$ cat src/rtl/ee201_detour_monitor.sv
// Receiving-end checker for the detour-sign lamp bus: decodes GLL/GL/GR/GRR back to a
// sign state, tracks direction, flags illegal steps and stalls, and counts protocol errors.
module ee201_detour_monitor #(
    parameter int HOLD_MAX = 4,
    parameter int CNT_W    = 8
) (
    input  logic             Clk,
    input  logic             reset,
    input  logic             GLL,
    input  logic             GL,
    input  logic             GR,
    input  logic             GRR,
    input  logic             clear_err,
    output logic             sync,
    output logic             dir_valid,
    output logic             L_Rbar_det,
    output logic             seq_done,
    output logic             err,
    output logic             stall,
    output logic [CNT_W-1:0] err_count
);

    localparam int HW = $clog2(HOLD_MAX + 1);
    localparam logic [HW-1:0] HOLD_LIM = HW'(HOLD_MAX);

    localparam logic [0:0] ST_SYNC  = 1'b0;
    localparam logic [0:0] ST_TRACK = 1'b1;

    // Each legal pattern maps to a side and a position in its 3-step sequence (0 = I).
    typedef struct packed {
        logic       legal;
        logic       left;
        logic [1:0] pos;
    } lamp_code_t;

    function automatic lamp_code_t decode(input logic [3:0] p);
        case (p)
            4'b0000: decode = '{legal: 1'b1, left: 1'b0, pos: 2'd0};
            4'b0010: decode = '{legal: 1'b1, left: 1'b0, pos: 2'd1};
            4'b0011: decode = '{legal: 1'b1, left: 1'b0, pos: 2'd2};
            4'b0111: decode = '{legal: 1'b1, left: 1'b0, pos: 2'd3};
            4'b0100: decode = '{legal: 1'b1, left: 1'b1, pos: 2'd1};
            4'b1100: decode = '{legal: 1'b1, left: 1'b1, pos: 2'd2};
            4'b1110: decode = '{legal: 1'b1, left: 1'b1, pos: 2'd3};
            default: decode = '{legal: 1'b0, left: 1'b0, pos: 2'd0};
        endcase
    endfunction

    logic [0:0]       state, state_nx;
    logic [3:0]       prev;
    logic [HW-1:0]    hold_cnt, hold_nx;
    logic             dv_nx, dl_nx, done_nx, err_nx, stall_nx;
    logic [CNT_W-1:0] count_nx;

    logic [3:0]  cur;
    lamp_code_t  cd, pd;
    logic        step_ok;

    assign cur  = {GLL, GL, GR, GRR};
    assign cd   = decode(cur);
    assign pd   = decode(prev);
    assign sync = (state == ST_TRACK);

    always_comb begin
        if (!(cd.legal && pd.legal))
            step_ok = 1'b0;
        else if (cd.pos == 2'd0)
            step_ok = (pd.pos == 2'd3);
        else if (pd.pos == 2'd0)
            step_ok = (cd.pos == 2'd1);
        else
            step_ok = (cd.left == pd.left) && (cd.pos == pd.pos + 2'd1);
    end

    always_comb begin
        // NOTE: every comb output gets a default first so no path leaves it unassigned (no latches).
        state_nx = state;
        hold_nx  = hold_cnt;
        dv_nx    = dir_valid;
        dl_nx    = L_Rbar_det;
        done_nx  = 1'b0;
        err_nx   = 1'b0;
        stall_nx = 1'b0;

        case (state)
            ST_SYNC: begin
                hold_nx = '0;
                if (cur == 4'b0000) state_nx = ST_TRACK;
            end
            ST_TRACK: begin
                if (!cd.legal) begin
                    err_nx = 1'b1;
                end else if (cur == prev) begin
                    // Holding I never stalls; other patterns may repeat HOLD_MAX times.
                    if (cd.pos != 2'd0) begin
                        if (hold_cnt == HOLD_LIM) begin
                            err_nx   = 1'b1;
                            stall_nx = 1'b1;
                        end else begin
                            hold_nx = hold_cnt + HW'(1);
                        end
                    end
                end else if (step_ok) begin
                    hold_nx = '0;
                    if (cd.pos == 2'd1) begin
                        dv_nx = 1'b1;
                        dl_nx = cd.left;
                    end
                    if (cd.pos == 2'd0) done_nx = 1'b1;
                end else begin
                    err_nx = 1'b1;
                end

                if (err_nx) begin
                    state_nx = ST_SYNC;
                    dv_nx    = 1'b0;
                    hold_nx  = '0;
                end
            end
            default: state_nx = ST_SYNC;
        endcase

        // A clear and an error in the same cycle leaves exactly one error counted.
        if (clear_err)
            count_nx = {{(CNT_W-1){1'b0}}, err_nx};
        else if (err_nx && (err_count != {CNT_W{1'b1}}))
            count_nx = err_count + CNT_W'(1);
        else
            count_nx = err_count;
    end

    // NOTE: sequential state uses non-blocking assignments so all registers update together.
    always_ff @(posedge Clk or negedge reset) begin
        if (!reset) begin
            state      <= ST_SYNC;
            prev       <= 4'b0000;
            hold_cnt   <= '0;
            dir_valid  <= 1'b0;
            L_Rbar_det <= 1'b0;
            seq_done   <= 1'b0;
            err        <= 1'b0;
            stall      <= 1'b0;
            err_count  <= '0;
        end else begin
            state      <= state_nx;
            prev       <= cur;
            hold_cnt   <= hold_nx;
            dir_valid  <= dv_nx;
            L_Rbar_det <= dl_nx;
            seq_done   <= done_nx;
            err        <= err_nx;
            stall      <= stall_nx;
            err_count  <= count_nx;
        end
    end

endmodule

$ cat config.mk
export PLATFORM = sky130hd
export DESIGN_NAME = ee201_detour_monitor
export DESIGN_NICKNAME = d
export VERILOG_FILES = /design/src/rtl/ee201_detour_monitor.sv
export SDC_FILE = /design/constraint.sdc
export NUM_CORES = 1
export LEC_CHECK = 0
export CAP_MARGIN = 0
export CORE_ASPECT_RATIO = 0.7
export CORE_MARGIN = 2
export CORE_UTILIZATION = 58
export CTS_CLUSTER_DIAMETER = 80
export DETAILED_ROUTE_END_ITERATION = 6
export PLACE_DENSITY_LB_ADDON = 0.25
export SLEW_MARGIN = 15
export SYNTH_ARGS = -nofsm -noshare
export SYNTH_HDL_FRONTEND = slang
export SYNTH_SLANG_ARGS = --single-unit
$ cat constraint.sdc
create_clock -name Clk -period 4.7 [get_ports Clk]
set_input_delay 1.175 -clock Clk [delete_from_list [all_inputs] [get_ports Clk]]
set_output_delay 1.175 -clock Clk [all_outputs]
set_load 0.005 [all_outputs]
==> results of run 1 <==
==> state kept, by name, indices dropped and copies added (netlist names) <==
signal      count
dir_valid       1
err             1
L_Rbar_det      1
seq_done        1
stall           1
err_count       8
prev            4
hold_cnt        3
sync            1
==> routing by layer <==
layer / up-vias / wire length (um)
met5: - / 0
met4: 0 / 21
met3: 3 / 110
met2: 25 / 1370
met1: 530 / 1450
li1: 563 / -
==> cell families after synthesis <==
family | Yosys count | share of synthesized area, %
AOI/OAI and AO/OA | 30 | 16.0
xor gates and xnor gates | 12 | 8.45
adders and majority gates | 5 | 4.40
buffers and inverters | 17 | 5.72
DFF | 21 | 37.0
muxes | 2 | 1.58
and+or+nand+nor | 64 | 26.8
==> final cells by class <==
type	instances	share of cell area (%)
clock buffers	3	1.38
clock inverters	1	0.306
inverters	8	1.83
multi-input cells	113	49.7
flip-flops and latches	21	32.1
well taps	32	2.44
repair buffers	20	12.2
==> per-stage QoR <==
stage | setup slack [ns] | hold WS (ns) | cells | utilization [%]
3_3_place_gp | 0.837 | 0.488 | 194 | 72.4
2_1_floorplan | 1.41 | 0.483 | 151 | -
6_report | 1.10 | 0.521 | 198 | 73.6
4_1_cts | 1.11 | 0.522 | 198 | 73.6
5_1_grt | 0.957 | 0.544 | 198 | 73.6
3_5_place_dp | 0.756 | 0.493 | 194 | 72.4
==> how the worst max path moves through the flow <==
| stage | depth (start not counted) | slack (ns) | endpoint | start |
|---|---|---|---|---|
| 6_report | 8 | 1.10 | err_count[2] | GLL |
| 4_1_cts | 8 | 1.11 | err_count[2] | GLL |
| 3_5_place_dp | 8 | 0.76 | err_count[2] | GLL |
| 2_1_floorplan | 8 | 1.41 | L_Rbar_det | GLL |
| 5_1_grt | 8 | 0.96 | err_count[2] | GLL |
| 3_3_place_gp | 8 | 0.84 | err_count[2] | GLL |
==> where the power goes <==
group          switching (mW)  internal [mW]  leakage, nW
combinational          0.0788         0.0720        0.394
clock                  0.0594         0.0319       0.0177
sequential             0.0193          0.196        0.281
total                   0.157          0.300        0.692
==> worst register-to-register path, cell delays in order, from the launching register on <==
cell,delay (ns)
dfrtp_1,0.47
and2_1,0.21
a211oi_2,0.32
inv_1,0.08
ha_1,0.33
xnor2_2,0.14
or4_4,0.50
a21oi_4,0.36
nor3b_1,0.11
mux2_1,0.32
==> placed cells by master, fill, tap and decap left out, types with 2 or more instances in the layout <==
| master | instances |
|---|---|
| nor3b_1 | 2 |
| clkbuf_4 | 3 |
| nand2_1 | 11 |
| nor3_1 | 2 |
| or2_2 | 2 |
| or4_1 | 4 |
| nand3_1 | 6 |
| xnor2_2 | 2 |
| nand4_1 | 2 |
| nor2b_1 | 5 |
| mux2_1 | 2 |
| o21ai_0 | 2 |
| xnor2_1 | 7 |
| o31ai_1 | 3 |
| inv_1 | 7 |
| o21a_1 | 3 |
| o21ai_1 | 2 |
| nor2_1 | 12 |
| nor4b_1 | 3 |
| a21oi_1 | 8 |
| a22oi_1 | 2 |
| clkdlybuf4s50_1 | 20 |
| xor2_1 | 3 |
| dfrtp_1 | 21 |
| ha_1 | 5 |
| and3_1 | 5 |
==> flow_summary.ini, run 1 <==
[run_status]
status = completed

[timing]
setup_violations = 0
post-route-min-period_ns = 3.60
max_freq_mhz = 278
hold_viol_final = 0
fin_skew_ns = 0.00569
worstMarginPinSlew_ns = 0.944
rsz0062_at_grt = false
min_period_over_period_pct = 76.6
finalSetupTns_ns = 0
max_slew_margin_pct = 36.9
slew_viol_final = 0

[routing]
wl_mm = 2.95
wl_per_cell_um = 14.9
vias = 1121
avgViaCountPerCell = 5.66
drcViolationCount = 0
drtIter0Drc = 60
dr.pass1.iters = 4
antenna_left = 0

[setup_path]
worst-endpoint-required_ns = 4.91
arrival_ns = 3.81
regToRegStartpoint = prev[2]
ff2ff_path_depth = 9
critPathTopFamily = simple AND/OR/NAND/NOR gates
cpPeakStageDelay_ns = 0.60
critPathCaptureType = register
worst_path_max_delay_cell = clkdlybuf4s50_1
path_cells = clkdlybuf4s50_1, or2_2, o22ai_1, xor2_1, or4_4, a21oi_4, nor3b_1, mux2_1
rrSetupSlack_ns = 1.74
crit_type = in -> reg
worst_r2r_endpoint = err_count[2]
crit_fanout = 16
startpoint_type = primary input
crit_buf_inv = 1

[synth]
synth.yosys.seq_area_share_pct = 37.0
synth-seq-cells = 21
synth_ff_type = dfrtp_1
yosys-top-cells-count = dfrtp_1 (21), nor2_1 (12), nand2_1 (11), a21oi_1 (8)
ys_top_cells_by_area = dfrtp_1 (37%), ha_1 (4.4%), xnor2_1 (4.3%)
synthCells = 151
synth_edf_count = 0
synth_cell_types = 50
syn_nets = 163
synth_top_cell_by_area = dfrtp_1
synth_top_area_share_pct = 37.0
yosys_warnings = 0
yosysMostFrequentCell = dfrtp_1
synthArstFlopShare_pct = 100
syn_area_um2 = 1420
syn_avg_cell_area_um2 = 9.41

[grt]
use_met2_pct = 37.4
use_met3_pct = 4.95
top_usage_layer = met2
grt_max_degree = 22
grt_overflow = 0
grt_pass1_vias = 1028
grt_first_pass_wirelength_mm = 5.03
grt_use_total_pct = 23.2
use_met1_pct = 33.4
antenna_found_initial = 0

[floorplanning]
pin_count = 21
die_w_um = 63.2
std_cell_rows = 14
initial_core_util_pct = 63.9
fp.dieH_um = 45.4
die_area_um2 = 2870
coreArea_um2 = 2220

[flow_run]
cap_violations = 0

[layout]
num_antenna_cells = 0
n_fill_cell = 187
multi_input_area_um2 = 815
fin_nets = 179
final-seq-area_um2 = 526
area_growth_pct = 15.2
final_layout_size_suffix_gt1_share_pct = 10.8
stdcell_area_um2 = 1640

[pwr]
ir_drop_mv = 0.210
p_leak_nw = 0.692
total_power_uw = 458
powerDensity_nw_per_um2 = 279

[cts]
cts_root_buf = clkbuf_4
cts_buffers = 3
htree_levels = 1
holdBufCountCts = 0
postCtsSetupBuffers = 0
clockBufferDepth = 2
clkLatencyLatePin_ns = 0.32
tritoncts = done
clk_pin_slew_ns = 0.12
cts_resized = 0
clkSinkCount = 21

[placed_design]
portBuffers = 20
dp_hpwl_mm = 2.24
place_area_um2 = 1610
gp_congestion = 0.815

[hold_path]
holdPathStages = 1
hold_class = reg -> reg
worstHoldEndpoint = L_Rbar_det
min_from = L_Rbar_det
Note: power is estimated with default switching activity, not from simulation.
==> inputs of run 2 (changes only) <==
--- a/config.mk
+++ b/config.mk
@@ -8,7 +8,7 @@
 export CAP_MARGIN = 0
 export CORE_ASPECT_RATIO = 0.7
 export CORE_MARGIN = 2
-export CORE_UTILIZATION = 58
+export CORE_UTILIZATION = 48
 export CTS_CLUSTER_DIAMETER = 80
 export DETAILED_ROUTE_END_ITERATION = 6
 export PLACE_DENSITY_LB_ADDON = 0.25
==> constraint.sdc (replaced) <==
create_clock -name Clk -period 3.1 [get_ports Clk]
set_input_delay 0.775 -clock Clk [delete_from_list [all_inputs] [get_ports Clk]]
set_output_delay 0.775 -clock Clk [all_outputs]
set_load 0.005 [all_outputs]
==> run 2 against run 1 <==
Sequential power up 51%. Die area grew 19%. Power rose by 76%. Register-to-register slack got worse by 1.6 ns. Via count increased by 11%. Sequential share of layout area is 3.4 points lower. Non-clock buffer count grew 21. Cell count increased by 13%. Global-route usage fell by 3.1 points. Critical path depth stayed put. Design area rose by 12%. Worst setup slack worse by 0.99 ns. Highest routed layer unchanged.
==> flow_summary.ini, run 2 (synthesis gave the netlist of run 1 again) <==
[run_status]
status = completed

[cts]
cts_root_buf = clkbuf_8
clkLatencyLatePin_ns = 0.26
cts_buffers = 3
clkSinkCount = 21
clockBufferDepth = 2
tritoncts = done
htree_levels = 1
clk_pin_slew_ns = 0.08

[placed_design]
dp_cells = 218
portBuffers = 20
dp_slack_ns = -0.192
gp_congestion = 0.818
place_area_um2 = 1770
dp_hpwl_mm = 2.39

[layout]
area_growth_pct = 29.6
fin_nets = 200
layout.cells.most_common_list = buf_4 (21), dfrtp_1 (19), clkdlybuf4s50_1 (19)
stdcell_area_um2 = 1840
final_layout_size_suffix_gt1_share_pct = 23.0
final_common_cell = buf_4
regMostFlops = err_count
final_core_util_pct = 65.7
num_antenna_cells = 0
fin_cells = 223
largest_reg_flops = 8
top_regs = err_count (8), prev (4), hold_cnt (3)

[timing]
hold_viol_final = 0
setup_violations = 0
min_period_over_period_pct = 96.5
finalSetupTns_ns = 0
worstMarginPinSlew_ns = 0.375
holdWs_ns = 0.511
fin_ws_ns = 0.107
fin_skew_ns = 0.00181
max_slew_margin_pct = 74.9
post-route-min-period_ns = 2.99
max_freq_mhz = 334
slew_viol_final = 0

[routing]
avgViaCountPerCell = 5.58
dr.pass1.iters = 4
drcViolationCount = 0
wl_mm = 3.14
drtIter0Drc = 38
wl_per_cell_um = 14.1
antenna_left = 0
vias = 1245

[flow_run]
cap_violations = 0

[setup_path]
worst-endpoint-required_ns = 3.25
arrival_ns = 3.14
startpoint_type = primary input
crit_type = in -> reg
crit_fanout = 3
critPathCaptureType = register

[floorplanning]
pin_count = 21
die_area_um2 = 3420
die_w_um = 69.0
initial_core_util_pct = 50.7
std_cell_rows = 16
fp.dieH_um = 49.5
coreArea_um2 = 2800

[grt]
grt_first_pass_wirelength_mm = 5.41
grt_overflow = 0
antenna_found_initial = 0
grt_pass1_vias = 1116
grt_max_degree = 22
grt_use_total_pct = 20.1

[pwr]
ir_drop_mv = 0.262
total_power_uw = 806
p_leak_nw = 0.819
powerDensity_nw_per_um2 = 438

[hold_path]
hold_class = reg -> reg
==> run 2: cell types whose count changed in the layout (fill, tap and decap cells not counted), moves of 2 or more <==
cell and delta:
dfrtp_2 +2, dfrtp_1 -2, clkbuf_8 +3, buf_4 +21
clkbuf_4 -3
==> run 2: power by group <==
group          leakage [nW]  switching (mW)  internal (mW)
combinational         0.515           0.135          0.163
clock                0.0255          0.0915         0.0897
sequential            0.279          0.0291          0.298
==> run 2: area by class of cell <==
type / instances / area [um^2]
repair buffers: 41 / 360
inverters: 8 / 30.0
well taps: 36 / 45.0
multi-input cells: 113 / 832
fillers: 222 / 961
clock buffers: 3 / 41.3
flip-flops and latches: 21 / 528
clock inverters: 1 / 5.00
==> run 2: repair_timing <==
action                                  4_1_cts  5_1_grt
hold endpoints to repair                      0        0
hold buffers                                  0        0
gates resized for setup                       0        6
endpoints found under the setup margin        0        6
setup buffers                                 0        1
==> run 2: worst max-delay path, cell delays in order <==
cell and delay (ns):
clkdlybuf4s50_1 0.43, or2_2 0.32, o22ai_1 0.21, xor2_1 0.09, or4_4 0.53, a21bo_1 0.23
nor3_4 0.22, mux2_1 0.33
==> run 2: per-layer routing <==
metal / GRT usage, % / vias to the layer above / part of all wire, %
met3: 4.91 / 8 / 5.5
met2: 29.5 / 41 / 45
li1: - / 614 / -
met5: 0 / - / 0
met4: 5.56 / 0 / 1.5
met1: 29.5 / 582 / 48
==> run 2: final timing paths <==
check | from | endpoint | slack [ns] | cells after the start
worst min register to register | dir_valid | dir_valid | 0.51 | 1
worst min-delay path | dir_valid | dir_valid | 0.51 | 1
worst max register to register | prev[3] | L_Rbar_det | 0.14 | 9
max in group asynchronous | reset | prev[3] | 2.01 | 2
min in group asynchronous | reset | err_count[3] | 0.85 | 2
worst max-delay path | GLL | L_Rbar_det | 0.11 | 8
==> inputs of run 3 (changes only) <==
--- a/config.mk
+++ b/config.mk
@@ -9,7 +9,6 @@
 export CORE_ASPECT_RATIO = 0.7
 export CORE_MARGIN = 2
 export CORE_UTILIZATION = 48
-export CTS_CLUSTER_DIAMETER = 80
 export DETAILED_ROUTE_END_ITERATION = 6
 export PLACE_DENSITY_LB_ADDON = 0.25
 export SLEW_MARGIN = 15
==> results of run 3 <==
No change in the layout: final DEF, timing and power equal those of run 2.
